<file path="src/rtl/cpu_pkg.sv">
// Shared encodings for the CR16-style controller: ALU opcodes, flag indices, op/ext/cond codes, FSM states.
// ALU_* values are the single source of truth for the ALU and the controller.
package cpu_pkg;

    localparam logic [4:0] ALU_NOP  = 5'h00;
    localparam logic [4:0] ALU_AND  = 5'h01;
    localparam logic [4:0] ALU_OR   = 5'h02;
    localparam logic [4:0] ALU_XOR  = 5'h03;
    localparam logic [4:0] ALU_ADD  = 5'h05;
    localparam logic [4:0] ALU_ADDU = 5'h06;
    localparam logic [4:0] ALU_SUB  = 5'h09;
    localparam logic [4:0] ALU_CMP  = 5'h0B;
    localparam logic [4:0] ALU_MOV  = 5'h0D;
    localparam logic [4:0] ALU_CMPU = 5'h0F;

    localparam int FLAG_Z = 4;
    localparam int FLAG_C = 3;
    localparam int FLAG_F = 2;
    localparam int FLAG_N = 1;
    localparam int FLAG_L = 0;

    localparam logic [3:0] OP_RR    = 4'b0000;
    localparam logic [3:0] OP_LDST  = 4'b0100;
    localparam logic [3:0] OP_BCOND = 4'b1100;

    localparam logic [3:0] EXT_AND  = 4'b0001;
    localparam logic [3:0] EXT_OR   = 4'b0010;
    localparam logic [3:0] EXT_XOR  = 4'b0011;
    localparam logic [3:0] EXT_ADD  = 4'b0101;
    localparam logic [3:0] EXT_ADDU = 4'b0110;
    localparam logic [3:0] EXT_SUB  = 4'b1001;
    localparam logic [3:0] EXT_CMP  = 4'b1011;
    localparam logic [3:0] EXT_MOV  = 4'b1101;
    localparam logic [3:0] EXT_CMPU = 4'b1111;
    localparam logic [3:0] EXT_LOAD = 4'b0000;
    localparam logic [3:0] EXT_STOR = 4'b0100;

    localparam logic [3:0] COND_EQ = 4'b0000;
    localparam logic [3:0] COND_NE = 4'b0001;
    localparam logic [3:0] COND_CS = 4'b0010;
    localparam logic [3:0] COND_CC = 4'b0011;
    localparam logic [3:0] COND_HI = 4'b0100;
    localparam logic [3:0] COND_LS = 4'b0101;
    localparam logic [3:0] COND_GT = 4'b0110;
    localparam logic [3:0] COND_LE = 4'b0111;
    localparam logic [3:0] COND_FC = 4'b1100;
    localparam logic [3:0] COND_FS = 4'b1101;
    localparam logic [3:0] COND_UC = 4'b1110;

    typedef enum logic [2:0] {
        ST_FETCH,
        ST_DECODE,
        ST_EXEC,
        ST_MEM,
        ST_LOADWB
    } state_e;

    typedef enum logic [2:0] {
        K_ALU,
        K_BR,
        K_LOAD,
        K_STOR,
        K_ILL
    } kind_e;

    typedef struct packed {
        kind_e      kind;
        logic [4:0] alu_op;
        logic       imm_op;
        logic       rf_write;
        logic       psr_write;
        logic       imm_signed;
    } dec_t;

    function automatic logic [4:0] alu_code(input logic [3:0] code);
        logic [4:0] r;
        case (code)
            EXT_AND:  r = ALU_AND;
            EXT_OR:   r = ALU_OR;
            EXT_XOR:  r = ALU_XOR;
            EXT_ADD:  r = ALU_ADD;
            EXT_ADDU: r = ALU_ADDU;
            EXT_SUB:  r = ALU_SUB;
            EXT_CMP:  r = ALU_CMP;
            EXT_MOV:  r = ALU_MOV;
            EXT_CMPU: r = ALU_CMPU;
            default:  r = ALU_NOP;
        endcase
        return r;
    endfunction

    // Register forms carry the ALU code in ext; immediate forms reuse the same code in op.
    function automatic dec_t decode(input logic [15:0] ir);
        dec_t       d;
        logic [3:0] op;
        logic [3:0] code;
        logic [4:0] a;
        op   = ir[15:12];
        code = (op == OP_RR) ? ir[7:4] : op;
        a    = alu_code(code);
        d    = '{kind: K_ILL, alu_op: ALU_NOP, imm_op: 1'b0, rf_write: 1'b0,
                 psr_write: 1'b0, imm_signed: 1'b0};
        if (op == OP_BCOND) begin
            d.kind = K_BR;
        end else if (op == OP_LDST) begin
            if (ir[7:4] == EXT_LOAD)      d.kind = K_LOAD;
            else if (ir[7:4] == EXT_STOR) d.kind = K_STOR;
        end else if (a != ALU_NOP) begin
            d.kind       = K_ALU;
            d.alu_op     = a;
            d.imm_op     = (op != OP_RR);
            d.rf_write   = (a != ALU_CMP) && (a != ALU_CMPU);
            d.psr_write  = (a == ALU_ADD) || (a == ALU_ADDU) || (a == ALU_SUB) ||
                           (a == ALU_CMP) || (a == ALU_CMPU);
            d.imm_signed = (a == ALU_ADD) || (a == ALU_SUB) || (a == ALU_CMP) || (a == ALU_MOV);
        end
        return d;
    endfunction

endpackage

</file>
<file path="src/rtl/cpu_fsm_controller_if.sv">
// Controller <-> datapath/memory bundle; master is the controller side, slave the datapath/memory side.
interface cpu_fsm_controller_if #(parameter int DATA_W = 16);
    logic [DATA_W-1:0] mem_rdata;
    logic              mem_ready;
    logic [4:0]        alu_flags;
    logic [DATA_W-1:0] pc;
    logic [DATA_W-1:0] ir;
    logic              mem_addr_sel;
    logic              mem_en;
    logic              mem_we;
    logic [4:0]        alu_opcode;
    logic              imm_sel;
    logic [DATA_W-1:0] imm;
    logic [3:0]        rf_raddr_a;
    logic [3:0]        rf_raddr_b;
    logic [3:0]        rf_waddr;
    logic              rf_wen;
    logic              wb_sel;
    logic [4:0]        psr;
    logic              illegal;

    modport master (
        input  mem_rdata, mem_ready, alu_flags,
        output pc, ir, mem_addr_sel, mem_en, mem_we, alu_opcode, imm_sel, imm,
               rf_raddr_a, rf_raddr_b, rf_waddr, rf_wen, wb_sel, psr, illegal
    );

    modport slave (
        output mem_rdata, mem_ready, alu_flags,
        input  pc, ir, mem_addr_sel, mem_en, mem_we, alu_opcode, imm_sel, imm,
               rf_raddr_a, rf_raddr_b, rf_waddr, rf_wen, wb_sel, psr, illegal
    );
endinterface

</file>
<file path="src/rtl/cpu_fsm_controller_branch_cond_eval.sv">
// Branch condition evaluator: cond code against latched PSR, purely combinational.
// Undefined codes and the explicit "never" code fall through to not-taken.
module branch_cond_eval
    import cpu_pkg::*;
(
    input  logic [3:0] cond,
    input  logic [4:0] psr,
    output logic       taken
);

    always_comb begin
        taken = 1'b0;
        case (cond)
            COND_EQ: taken =  psr[FLAG_Z];
            COND_NE: taken = !psr[FLAG_Z];
            COND_CS: taken =  psr[FLAG_C];
            COND_CC: taken = !psr[FLAG_C];
            COND_HI: taken =  psr[FLAG_L];
            COND_LS: taken = !psr[FLAG_L];
            COND_GT: taken =  psr[FLAG_N];
            COND_LE: taken = !psr[FLAG_N];
            COND_FC: taken = !psr[FLAG_F];
            COND_FS: taken =  psr[FLAG_F];
            COND_UC: taken = 1'b1;
            default: taken = 1'b0;
        endcase
    end

endmodule

</file>
<file path="src/rtl/cpu_fsm_controller.sv">
// Multi-cycle CR16-style control unit: FETCH/DECODE/EXEC(/MEM/LOADWB); ALU+branch 3 cycles, STOR 4, LOAD 5.
// FETCH and MEM hold their requests until mem_ready; strobes are forced low while reset is asserted.
module cpu_fsm_controller
    import cpu_pkg::*;
#(
    parameter int                DATA_W   = 16,
    parameter logic [DATA_W-1:0] RESET_PC = '0
) (
    input  logic           clk,
    input  logic           reset,
    cpu_fsm_controller_if.master bus
);

    state_e            state_q, state_d;
    logic [DATA_W-1:0] pc_q, pc_d;
    logic [DATA_W-1:0] ir_q, ir_d;
    logic [4:0]        psr_q, psr_d;
    logic              illegal_q, illegal_d;

    dec_t              dec;
    logic              taken;
    logic [DATA_W-1:0] pc_inc;
    logic [DATA_W-1:0] sext8;
    logic [DATA_W-1:0] zext8;

    logic              mem_en;
    logic              mem_we;
    logic              mem_addr_sel;
    logic              rf_wen;
    logic              wb_sel;
    logic [4:0]        alu_opcode;

    assign dec    = decode(ir_q);
    assign pc_inc = pc_q + DATA_W'(1);
    assign sext8  = {{(DATA_W-8){ir_q[7]}}, ir_q[7:0]};
    assign zext8  = {{(DATA_W-8){1'b0}}, ir_q[7:0]};

    branch_cond_eval u_branch_cond_eval (
        .cond  (ir_q[11:8]),
        .psr   (psr_q),
        .taken (taken)
    );

    always_comb begin
        state_d      = state_q;
        pc_d         = pc_q;
        ir_d         = ir_q;
        psr_d        = psr_q;
        illegal_d    = illegal_q;
        mem_en       = 1'b0;
        mem_we       = 1'b0;
        mem_addr_sel = 1'b0;
        rf_wen       = 1'b0;
        wb_sel       = 1'b0;
        alu_opcode   = ALU_NOP;

        case (state_q)
            ST_FETCH: begin
                mem_en = 1'b1;
                if (bus.mem_ready) state_d = ST_DECODE;
            end
            ST_DECODE: begin
                ir_d    = bus.mem_rdata;
                state_d = ST_EXEC;
            end
            ST_EXEC: begin
                state_d = ST_FETCH;
                case (dec.kind)
                    K_ALU: begin
                        alu_opcode = dec.alu_op;
                        rf_wen     = dec.rf_write;
                        if (dec.psr_write) psr_d = bus.alu_flags;
                        pc_d = pc_inc;
                    end
                    K_BR:   pc_d = taken ? (pc_q + sext8) : pc_inc;
                    K_LOAD: state_d = ST_MEM;
                    K_STOR: state_d = ST_MEM;
                    default: begin
                        illegal_d = 1'b1;
                        pc_d      = pc_inc;
                    end
                endcase
            end
            ST_MEM: begin
                mem_en       = 1'b1;
                mem_addr_sel = 1'b1;
                mem_we       = (dec.kind == K_STOR);
                if (bus.mem_ready) begin
                    if (dec.kind == K_STOR) begin
                        pc_d    = pc_inc;
                        state_d = ST_FETCH;
                    end else begin
                        state_d = ST_LOADWB;
                    end
                end
            end
            ST_LOADWB: begin
                // Memory registers its output, so load data is still on mem_rdata here.
                rf_wen  = 1'b1;
                wb_sel  = 1'b1;
                pc_d    = pc_inc;
                state_d = ST_FETCH;
            end
            default: state_d = ST_FETCH;
        endcase

        if (!reset) begin
            mem_en = 1'b0;
            mem_we = 1'b0;
            rf_wen = 1'b0;
        end
    end

    always_ff @(posedge clk) begin
        if (!reset) begin
            state_q   <= ST_FETCH;
            pc_q      <= RESET_PC;
            ir_q      <= '0;
            psr_q     <= '0;
            illegal_q <= 1'b0;
        end else begin
            state_q   <= state_d;
            pc_q      <= pc_d;
            ir_q      <= ir_d;
            psr_q     <= psr_d;
            illegal_q <= illegal_d;
        end
    end

    assign bus.pc           = pc_q;
    assign bus.ir           = ir_q;
    assign bus.psr          = psr_q;
    assign bus.illegal      = illegal_q;
    assign bus.mem_en       = mem_en;
    assign bus.mem_we       = mem_we;
    assign bus.mem_addr_sel = mem_addr_sel;
    assign bus.rf_wen       = rf_wen;
    assign bus.wb_sel       = wb_sel;
    assign bus.alu_opcode   = alu_opcode;
    assign bus.imm_sel      = dec.imm_op;
    assign bus.imm          = dec.imm_signed ? sext8 : zext8;
    assign bus.rf_raddr_a   = ir_q[11:8];
    assign bus.rf_raddr_b   = ir_q[3:0];
    assign bus.rf_waddr     = ir_q[11:8];

endmodule

</file>
<file path="src/flat_wrapper.sv">
// flat-port wrapper written by rule: the top's interface ports become plain ports
module cpu_fsm_controller_flat import cpu_pkg::*;
#(
    parameter int                DATA_W   = 16,
    parameter logic [DATA_W-1:0] RESET_PC = '0
)
  (clk, reset, bus_mem_rdata, bus_mem_ready, bus_alu_flags, bus_pc, bus_ir, bus_mem_addr_sel, bus_mem_en, bus_mem_we, bus_alu_opcode, bus_imm_sel, bus_imm, bus_rf_raddr_a, bus_rf_raddr_b, bus_rf_waddr, bus_rf_wen, bus_wb_sel, bus_psr, bus_illegal);
  cpu_fsm_controller_if #(.DATA_W(DATA_W)) bus_i ();
  input  logic clk;
  input  logic reset;
  input wire logic [$bits(bus_i.mem_rdata)-1:0] bus_mem_rdata;
  input wire logic [$bits(bus_i.mem_ready)-1:0] bus_mem_ready;
  input wire logic [$bits(bus_i.alu_flags)-1:0] bus_alu_flags;
  output wire logic [$bits(bus_i.pc)-1:0] bus_pc;
  output wire logic [$bits(bus_i.ir)-1:0] bus_ir;
  output wire logic [$bits(bus_i.mem_addr_sel)-1:0] bus_mem_addr_sel;
  output wire logic [$bits(bus_i.mem_en)-1:0] bus_mem_en;
  output wire logic [$bits(bus_i.mem_we)-1:0] bus_mem_we;
  output wire logic [$bits(bus_i.alu_opcode)-1:0] bus_alu_opcode;
  output wire logic [$bits(bus_i.imm_sel)-1:0] bus_imm_sel;
  output wire logic [$bits(bus_i.imm)-1:0] bus_imm;
  output wire logic [$bits(bus_i.rf_raddr_a)-1:0] bus_rf_raddr_a;
  output wire logic [$bits(bus_i.rf_raddr_b)-1:0] bus_rf_raddr_b;
  output wire logic [$bits(bus_i.rf_waddr)-1:0] bus_rf_waddr;
  output wire logic [$bits(bus_i.rf_wen)-1:0] bus_rf_wen;
  output wire logic [$bits(bus_i.wb_sel)-1:0] bus_wb_sel;
  output wire logic [$bits(bus_i.psr)-1:0] bus_psr;
  output wire logic [$bits(bus_i.illegal)-1:0] bus_illegal;
  assign bus_i.mem_rdata = bus_mem_rdata;
  assign bus_i.mem_ready = bus_mem_ready;
  assign bus_i.alu_flags = bus_alu_flags;
  assign bus_pc = bus_i.pc;
  assign bus_ir = bus_i.ir;
  assign bus_mem_addr_sel = bus_i.mem_addr_sel;
  assign bus_mem_en = bus_i.mem_en;
  assign bus_mem_we = bus_i.mem_we;
  assign bus_alu_opcode = bus_i.alu_opcode;
  assign bus_imm_sel = bus_i.imm_sel;
  assign bus_imm = bus_i.imm;
  assign bus_rf_raddr_a = bus_i.rf_raddr_a;
  assign bus_rf_raddr_b = bus_i.rf_raddr_b;
  assign bus_rf_waddr = bus_i.rf_waddr;
  assign bus_rf_wen = bus_i.rf_wen;
  assign bus_wb_sel = bus_i.wb_sel;
  assign bus_psr = bus_i.psr;
  assign bus_illegal = bus_i.illegal;
  cpu_fsm_controller #(.DATA_W(DATA_W), .RESET_PC(RESET_PC)) u_core (.clk(clk), .reset(reset), .bus(bus_i));
endmodule
</file>
<file path="config.mk">
export PLATFORM = sky130hd
export DESIGN_NAME = cpu_fsm_controller_flat
export DESIGN_NICKNAME = d
export VERILOG_FILES = /design/src/rtl/cpu_pkg.sv /design/src/rtl/cpu_fsm_controller_if.sv /design/src/rtl/cpu_fsm_controller_branch_cond_eval.sv /design/src/rtl/cpu_fsm_controller.sv /design/src/flat_wrapper.sv
export SDC_FILE = /design/constraint.sdc
export NUM_CORES = 1
export LEC_CHECK = 0
export BUFFER_PORTS_ARGS = -buffer_cell sky130_fd_sc_hd__buf_2
export CAP_MARGIN = 20
export CORE_MARGIN = 2
export CORE_UTILIZATION = 47
export CTS_CLUSTER_DIAMETER = 150
export CTS_CLUSTER_SIZE = 8
export DETAILED_ROUTE_END_ITERATION = 10
export PLACE_DENSITY = 0.77
export SLEW_MARGIN = 10
export SYNTH_ARGS = -nofsm -noshare
export SYNTH_HDL_FRONTEND = slang
export SYNTH_SLANG_ARGS = --single-unit
</file>
<file path="constraint.sdc">
create_clock -name clk -period 2.6 [get_ports clk]
set_input_delay 0.13 -clock clk [delete_from_list [all_inputs] [get_ports clk]]
set_output_delay 0.13 -clock clk [all_outputs]
set_load 0.05 [all_outputs]
</file>
=== After elaboration in Yosys (flattened, before gate mapping) ===
Memories as Yosys holds them, arrays and structs flattened.
Cells that the tools add are included.

* $add $sub $neg: 2
* Equal/unequal tests: 32
* Mux-type cells: 31
* Bitwise gates (word level): 1
* Reductions and logical operators: 28

{| class="wikitable"
|+ Operators with widths
! kind !! number
|-
| 2-to-1 mux 16 bit || 4
|-
| one-hot mux 16 bit (3 select lines) || 1
|-
| one-hot mux 16 bit (2 select lines) || 1
|-
| equality test 4 x 3 -> 1 bit (second input constant) || 6
|-
| 2-to-1 mux 3 bit || 7
|-
| equality test 5 x 4 -> 1 bit (second input constant) || 4
|-
| 2-to-1 mux 9 bit || 2
|-
| adder 16 x 1 -> 16 bit (second input constant) || 1
|-
| adder 16 bit || 1
|-
| equality test 4 bit (second input constant) || 4
|-
| equality test 3 x 2 -> 1 bit (second input constant) || 4
|-
| zero test 4 bit || 3
|-
| 2-to-1 mux 12 bit || 1
|-
| one-hot mux 3 bit (4 select lines) || 1
|-
| one-hot mux 1 bit (11 select lines) || 1
|-
| equality test 5 x 3 -> 1 bit (second input constant) || 2
|-
| 2-to-1 mux 5 bit || 2
|-
| != test 5 x 4 -> 1 bit (second input constant) || 2
|-
| equality test 4 x 2 -> 1 bit (second input constant) || 2
|-
| 2-to-1 mux 1 bit || 8
|-
| logical OR 1 bit || 7
|-
| equality test 3 x 1 -> 1 bit (second input constant) || 2
|-
| zero test 3 bit || 2
|-
| != test 2 bit (second input constant) || 3
|-
| 17 further kinds || 23
|}

* Register bits: 41
* ROM bits: 64
* Input bits: 24
* Output and inout port bits: 77
* Word-level logic and storage cells: 100
* Memories: 1

{| class="wikitable"
|+ Memories
! memory !! depth !! width !! rd ports !! clocked after Yosys merged registers in !! wr ports !! line !! source
|-
| (name not given) || 16 || 4 || 1 || 0 || 0 || cpu_pkg.sv:77 || <nowiki>case (code)</nowiki>
|}

=== Longest topological paths before layout ===
Gate-level depths: netlist (run 1).
An unclocked memory read counts as a cell.

* Depth after elaboration: 15
* Mapped depth: 11
* Mapped depth without buffers: 10

=== Cells and area by module ===
From an unflattened synthesis (run 1), not the netlist that was laid out.

* Cells, all modules: 465
* Area, all modules: 3500.9 µm²

{| class="wikitable"
|+ By module, submodules not included
! module !! instances !! cells an instance !! area each (µm²) !! sequential area each (µm²)
|-
| cpu_fsm_controller || 1 || 454 || 3424.5 || 820.8
|-
| branch_cond_eval || 1 || 11 || 76.3 || 0.0
|}

=== Worst setup path before layout (run 1) ===
Ideal clock, no wire load.

* Path kind: reg-to-output
* Start: reg u_core.ir_q[4], in the netlist u_core.bus.ir[4]
* End: out bus_imm[10]
* Arrival time: 4.045 ns
* Required time: 2.470 ns
* Setup slack: -1.575 ns
* Cell stages (with the launch flop): 10
* Buffers on the path: 1
* Path through: dfxtp_1 > nor4b_1 > nor2_1 > ha_1 > o21ai_0 > o31ai_1 > a21oi_1 > mux2_2 > nor3_1 > buf_4

* Longest elaborated chain between the ends: 10
* Elaborated cells on any way between the ends: 14
* Those cells by class: eq/ne (4); mux (5); reduce/logical (4); memory (1)

{| class="wikitable"
|+ RTL lines
! what !! line !! source
|-
| start, declared || cpu_fsm_controller.sv:16 || <nowiki>logic [DATA_W-1:0] ir_q, ir_d;</nowiki>
|-
| start signal, assigned || cpu_fsm_controller.sv:124 || <nowiki>ir_q <= ir_d;</nowiki>
|-
| 2-to-1 mux 4 bit (*) || cpu_pkg.sv:99 || <nowiki>code = (op == OP_RR) ? ir[7:4] : op;</nowiki>
|-
| memory (16 x 4 bit) (*) || n/a ||
|-
| equality test 5 x 3 -> 1 bit or equality test 5 x 4 -> 1 bit (tied branches) || cpu_pkg.sv:115 || <nowiki>d.imm_signed = (a == ALU_ADD) || (a == ALU_SUB) || (a == ALU_CMP) || (a == ALU_MOV);</nowiki>
|-
| logical OR 1 bit (3 in series) || cpu_pkg.sv:115 ||
|-
| 2-to-1 mux 12 bit (*) || cpu_pkg.sv:108 || <nowiki>end else if (a != ALU_NOP) begin</nowiki>
|-
| 2-to-1 mux 9 bit (*) || cpu_pkg.sv:105 || <nowiki>end else if (op == OP_LDST) begin</nowiki>
|-
| 2-to-1 mux 9 bit (*) || cpu_pkg.sv:103 || <nowiki>if (op == OP_BCOND) begin</nowiki>
|-
| 2-to-1 mux 16 bit (*) || cpu_fsm_controller.sv:141 || <nowiki>assign bus.imm = dec.imm_signed ? sext8 : zext8;</nowiki>
|-
| end, declared || flat_wrapper.sv:21 || <nowiki>output wire logic [$bits(bus_i.imm)-1:0] bus_imm;</nowiki>
|}

Mark *: on every way between the ends. The rest lies on a longest branch, timed or not.

=== Final worst setup path (run 1) ===
* Start: reg u_core.ir_q[12], in the netlist u_core.bus.ir[12]
* End: out bus_imm[11]

* Longest elaborated chain between the ends: 11
* Elaborated cells on any way between the ends: 17
* Those cells by class: eq/ne (6); mux (5); reduce/logical (5); memory (1)

{| class="wikitable"
|+ RTL lines
! what !! line
|-
| zero test 4 bit || cpu_pkg.sv:99
|-
| 2-to-1 mux 4 bit || cpu_pkg.sv:99
|-
| memory (16 x 4 bit) || n/a
|-
| equality test 5 x 3 -> 1 bit or equality test 5 x 4 -> 1 bit (tied branches) || cpu_pkg.sv:115
|-
| logical OR 1 bit (3 in series) || cpu_pkg.sv:115
|-
| 2-to-1 mux 12 bit || cpu_pkg.sv:108
|-
| 2-to-1 mux 9 bit || cpu_pkg.sv:105
|-
| 2-to-1 mux 9 bit (*) || cpu_pkg.sv:103
|-
| 2-to-1 mux 16 bit (*) || cpu_fsm_controller.sv:141
|}

Marked as above.

==> run metrics, run 1 <==
IO buf count 99; Slew headroom 62.6%; Antenna Cells 0; largest net degree at the start of global routing 26; Layout area overhead 31.4%; post-synthesis async set-or-reset flop share 0%; Area contributors post-synth dfxtp_1, ha_1, nand2_1; maximum vdd drop 0.000261 V; Yosys cell types 63; class of the worst hold path input pin to register; Synth Cell Area 3250 um2; RSZ-0062 raised after global routing true; final wirelength 9.99 mm; Post-Synth Adder-Cell Area under 10%; clk root buf clkbuf_8; GR peak layer met2; critical path class register to output port; first drt pass iteration count 5; combinational family with the most area after synthesis simple AND/OR/NAND/NOR gates; XOR/XNOR Fraction of Synth Area 3.78%; Ports 101; dominant synthesized flop cell dfxtp_1; die height 87.1 um; DRC 0; Clock Skew 0.00584 ns; via/cell ratio 5.90; # rows 30; met1 usage in global routing approximately a third; Mapped Avg Cell Area between 7 and 8 um2; FMAX 381 MHz; number of synthesized flops with an enable pin 0; initial drt markers between 200 and 300; H-tree depth 2; Synth Area in Simple Gates roughly 27%; slew of the pin with the lowest slew margin about 0.56 ns; Initial Util 48.1%; Max Cap Viol 0; fin crit share 101%; Final Non-Filler Cells 608; Clock Path Buffers 2; RD Place Congestion a little over 0.9; CTS Buf Count 5; cts hold-fix bufs 0; initial antenna violation count 0; first-pass GRT wire length 15.6 mm; sequential element share of the synthesized area 25.3%; final instance area 4270 um2; max-slew violations 0; mux contribution to synthesized area 1.93%; Reg clk slew, reported paths 0.09 ns; most area-hungry cell type in the Yosys netlist dfxtp_1; Final Hold Vio Count 0; final setup margin -0.0261 ns; Via Count approximately 3600; failing checks setup timing; nature of the critical path endpoint output port; Final Critical Period between 2 and 3 ns; GRT met3 Usage 3.51%; DP Area 3760 um2; GR Overflow Total 0; final setup vio count 9; run status finished, violations left; fraction of layout cells with a size suffix above 1 36.9%; Synth Net Count 479; CTS tree yes; CP Launch Type register; Final ANT Viol Nets 0; met2 usage 45.4%; DP HPWL between 6 and 7 mm; WL/cell around 16 um; Synth Instances 435; Clk Latency, worst-skew pair 0.30 ns; NumNets Final between 500 and 600; placed insts 581; Leak 1.92 nW; critical path data arrival time 2.50 ns; largest driver fanout on the critical path 8; Die ar. 7590 um2; die width 87.1 um; synthesis-stage register bit count between 40 and 50; Synth Area in Compound Gates 23.1%; post-synth top area share 25.3%; CTS sink cnt 41; number of global-route vias before repair ~3300; Pwr Density 388 nW/um2; Warnings, synthesis 0; core area 6760 um2; Tot GR Track Use 25.6%; Worst EP required 2.47 ns
==> layout by cell type (no fill, tap or decap), drive strengths merged, types with 3 or more instances in the layout <==
cell and n:
o22ai 4, nand2b 8, a31o 3, inv 15, or3b 3, a221oi 4
dfxtp 41, o21ai 27, a21oi 37, a21o 5, or3 3, nor4b 5
a31oi 6, nor2b 10, nor3 12, nor4 6, ha 19, o211ai 3
nand2 60, a211oi 7, or4b 3, mux2i 4, xor2 7, nand3 19
and3 4, clkbuf 6, xnor2 7, a22oi 5, o21bai 4, nor2 25
buf 133
==> logic make-up after synthesis <==
kind of cell / count (synthesis)
fa+ha+maj: 20
simple gates: 171
other cells: 1
mux: 6
xor+xnor: 14
compound gates: 119
flops: 41
buf+inv: 63
==> cells in the mapped netlist, types with 3 or more instances <==
master    number
a31oi_1        6
nand3_1       19
buf_4         28
nand2_1       60
dfxtp_1       41
o21ai_0       22
a31o_2         3
a22oi_1        5
buf_2          6
inv_1         14
o21bai_1       4
nor3_1        12
a21o_1         5
xor2_1         7
and3_1         4
a211oi_1       7
nor4_1         6
clkbuf_1      13
o21ai_1        5
a221oi_1       4
nor2_1        25
nor4b_1        5
nor2b_1       10
a21oi_1       37
nand2b_1       8
or3_1          3
xnor2_1        7
ha_1          19
o22ai_1        4
mux2i_1        4
==> final timing paths <==
kind | endpoint | depth (start not counted) | startpoint | slack (ns)
worst max-delay path | bus_imm[11] | 7 | u_core.bus.ir[12] | -0.03
worst min-delay path | u_core.bus.ir[6] | 3 | bus_mem_rdata[6] | 0.05
worst max register to register | u_core.bus.psr[3] | 10 | u_core.bus.ir[12] | 0.02
worst min register to register | u_core.bus.psr[2] | 2 | u_core.bus.psr[2] | 0.47
==> timing repair <==
item | in CTS | in global routing
endpoints found under the setup margin | 10 | 27
endpoints found under the hold margin | 0 | 0
gates resized for setup | 47 | 19
pin swaps | 8 | 12
buffers inserted | 16 | 3
==> flip-flops by register name, indices dropped and copies added (netlist names) <==
| name | flops |
|---|---|
| u_core.bus.ir | 16 |
| u_core.bus.pc | 16 |
| u_core.bus.psr | 5 |
| u_core.state_q | 3 |
| u_core.bus.illegal | 1 |
==> metrics by stage <==
stage / worst slack (ns) / total power, W / TNS [ns] / utilization (%) / hold slack, ns
6_report: -0.0261 / 0.00166 / -0.213 / 63.2 / 0.0460
4_1_cts: -0.0178 / 0.00163 / -0.139 / 61.9 / 0.0458
5_1_grt: -0.0984 / 0.00172 / -1.05 / 63.2 / 0.0543
3_5_place_dp: 0.0278 / 0.00114 / 0 / 55.7 / 0.364
2_1_floorplan: -0.240 / 0.00105 / -1.86 / - / 0.246
3_3_place_gp: 0.139 / 0.00114 / 0 / 55.7 / 0.353
==> power breakdown <==
part	switching [W]	internal [W]	leakage (nW)
Sequential	0.0000368	0.000648	0.341
Clock	0.000255	0.000191	0.0445
Combinational	0.000348	0.000180	1.53
==> final cells by class <==
cell class	instances	area, um2
Timing Repair Buffer	134	903
Inverter	14	52.6
Sequential cell	41	856
Clock inverter	3	21.3
Multi-Input combinational cell	331	2270
Clock buffer	5	68.8
Fill cell	586	2490
Tap cell	80	100
==> per-layer routing <==
metal / routed length [um] / share of wire, % / vias up
met1: 4200 / 42 / 1693
met5: 0 / 0 / -
met2: 5050 / 51 / 138
li1: - / - / 1731
met4: 183 / 1.8 / 0
met3: 547 / 5.5 / 24
==> critical path, cell delays in order (launching register included) <==
cell	delay [ns]
dfxtp_4	0.37
or4b_4	0.55
and2_4	0.18
o31a_4	0.34
mux2_4	0.28
nor3_4	0.12
buf_6	0.19
buf_8	0.16
(Power assumes the default switching activity.)
==> run 2, diff against run 1 <==
--- a/config.mk
+++ b/config.mk
@@ -9,6 +9,7 @@
 export CAP_MARGIN = 20
 export CORE_MARGIN = 2
 export CORE_UTILIZATION = 47
+export CTS_BUF_LIST = sky130_fd_sc_hd__clkbuf_16
 export CTS_CLUSTER_DIAMETER = 150
 export CTS_CLUSTER_SIZE = 8
 export DETAILED_ROUTE_END_ITERATION = 10
==> run metrics, run 2 (synthesized netlist as in run 1, its figures left out) <==
run status finished clean (was finished, violations left); Final Critical Period 2.57 ns (was 2.63 ns); CP Launch Type register (unchanged); largest delay contributor family on the critical path simple AND/OR/NAND/NOR gates (unchanged); most frequent cells in the layout buf_2, nand2_1, a21oi_1 (unchanged); max-slew violations 0 (unchanged); CP Buf/Inv Count 2 (unchanged); NumNets Final 569 (was 571); Ports 101 (unchanged); nature of the critical path endpoint output port (unchanged); critical path class register to output port (unchanged); IO buf count 99 (unchanged); final setup vio count 0 (was 9); clk root buf clkbuf_16 (was clkbuf_8); die height 87.1 um (unchanged); Die ar. 7590 um2 (unchanged); class of the worst hold path input pin to register (unchanged); final wirelength 10.1 mm (was 9.99 mm); maximum vdd drop 0.000243 V (was 0.000261 V); final core occ 63.6% (was 63.2%); Via Count 3606 (was 3586); core area 6760 um2 (unchanged); cts hold-fix bufs 0 (unchanged); CTS Buf Count 5 (unchanged); first drt pass iteration count 5 (unchanged); TNS Setup 0 ns (was -0.213 ns); Clock Path Buffers 2 (unchanged); Layout area overhead 32.3% (was 31.4%); # rows 30 (unchanged); final instance area 4300 um2 (was 4270 um2); Max stage delay cell, worst path or4b_4 (unchanged); FILL cells 575 (was 586); RSZ-0062 raised after global routing true (unchanged); number of global-route vias before repair 3246 (was 3311); critical path data arrival time 2.44 ns (was 2.50 ns); cells along the critical path or4b_4 > and2_4 > o31a_4 > mux2_4 > nor3_4 > buf_6 > buf_8 (unchanged); Clk Latency, worst-skew pair 0.29 ns (was 0.30 ns); final hold slack 0.0636 ns (was 0.0460 ns); Slew headroom 57.2% (was 62.6%); Final ANT Viol Nets 0 (unchanged); FMAX 389 MHz (was 381 MHz); RD Place Congestion 0.928 (unchanged); Max Cap Viol 0 (unchanged); most common cell after layout, fill and taps aside buf_2 (unchanged); initial drt markers 262 (was 265); Worst EP required 2.47 ns (about the same); Sequential cell area 861 um2 (was 856 um2); slew of the pin with the lowest slew margin 0.641 ns (was 0.561 ns); GR Overflow Total 0 (unchanged); DP HPWL 6.53 mm (unchanged); WL/cell 16.6 um (was 16.4 um); CTS sink cnt 41 (unchanged); Final Hold Vio Count 0 (unchanged); Clock Skew 0.00511 ns (was 0.00584 ns); Multi-input gate area 2270 um2 (about the same); DRC 0 (unchanged); largest net degree at the start of global routing 26 (unchanged); Initial Util 48.1% (unchanged); Leak 1.92 nW (about the same); fin crit share 98.9% (was 101%); DP Worst Slack 0.0278 ns (unchanged); via/cell ratio 5.95 (was 5.90); Pwr Density 425 nW/um2 (was 388 nW/um2); final setup margin 0.0295 ns (was -0.0261 ns); CTS tree yes (unchanged); Reg clk slew, reported paths 0.06 ns (was 0.09 ns); Tot GR Track Use 25.3% (was 25.6%); H-tree depth 2 (unchanged); fraction of layout cells with a size suffix above 1 36.5% (was 36.9%); initial antenna violation count 0 (unchanged); Antenna Cells 0 (unchanged); CP max stage delay 0.53 ns (was 0.55 ns); first-pass GRT wire length 15.4 mm (was 15.6 mm); DP Area 3760 um2 (unchanged); largest driver fanout on the critical path 8 (unchanged); die width 87.1 um (unchanged)
-- run 2: changes by cell type in the layout (fill, tap and decap cells not counted), moves of 2 or more --
cell,change
buf_2,+2
buf_4,-3
clkbuf_16,+5
clkbuf_8,-5
dfxtp_2,-2
dfxtp_4,+2
ha_1,-2
-- run 2: timing repair --
item / CTS / global route
gates resized for setup: 38 / 23
buffers inserted: 11 / 5
cloned: 0 / 1
pin swaps: 5 / 14
endpoints found under the setup margin: 10 / 20
-- run 2: through the flow --
| stage | std cells | total power, W |
|---|---|---|
| final | 606 | 0.00183 |
| after global routing | 606 | 0.00190 |
| after CTS | 600 | 0.00180 |
| after detailed placement | 581 | 0.00114 |
| after global placement | 581 | 0.00114 |
| after floorplan | 435 | 0.00105 |
-- run 2: worst paths after layout --
check / from / end / slack, ns / cells past startpoint
setup / recovery: u_core.bus.ir[12] / bus_imm[11] / 0.03 / 7
setup reg to reg: u_core.bus.ir[12] / u_core.bus.psr[4] / 0.08 / 8
hold / removal: bus_mem_rdata[6] / u_core.bus.ir[6] / 0.06 / 3
hold reg to reg: u_core.bus.psr[2] / u_core.bus.psr[2] / 0.47 / 2
-- run 2: layer usage --
metal	vias to the layer above	track usage (%)	part of all wire, %
li1	1723	-	-
met1	1735	31.5	42
met2	134	45.4	51
met3	14	3.51	5.7
met4	0	6.85	1.5
met5	-	0	0
-- run 2: final cells by class --
type / instances / area share (%)
clock inverter: 3 / 0.495
timing repair buffer: 131 / 20.1
clock buffer: 5 / 2.91
sequential: 41 / 20.0
inverter: 14 / 1.22
tap: 80 / 2.33
multi-input combinational: 332 / 52.9
-- run 2: report_power, final --
group / switching (W) / internal, W
registers: 0.0000376 / 0.000648
clock network: 0.000274 / 0.000358
logic: 0.000341 / 0.000170
-- run 2: worst min-delay path, stage by stage --
cell,delay [ns]
buf_2,0.09
nand2_1,0.05
a21oi_1,0.05
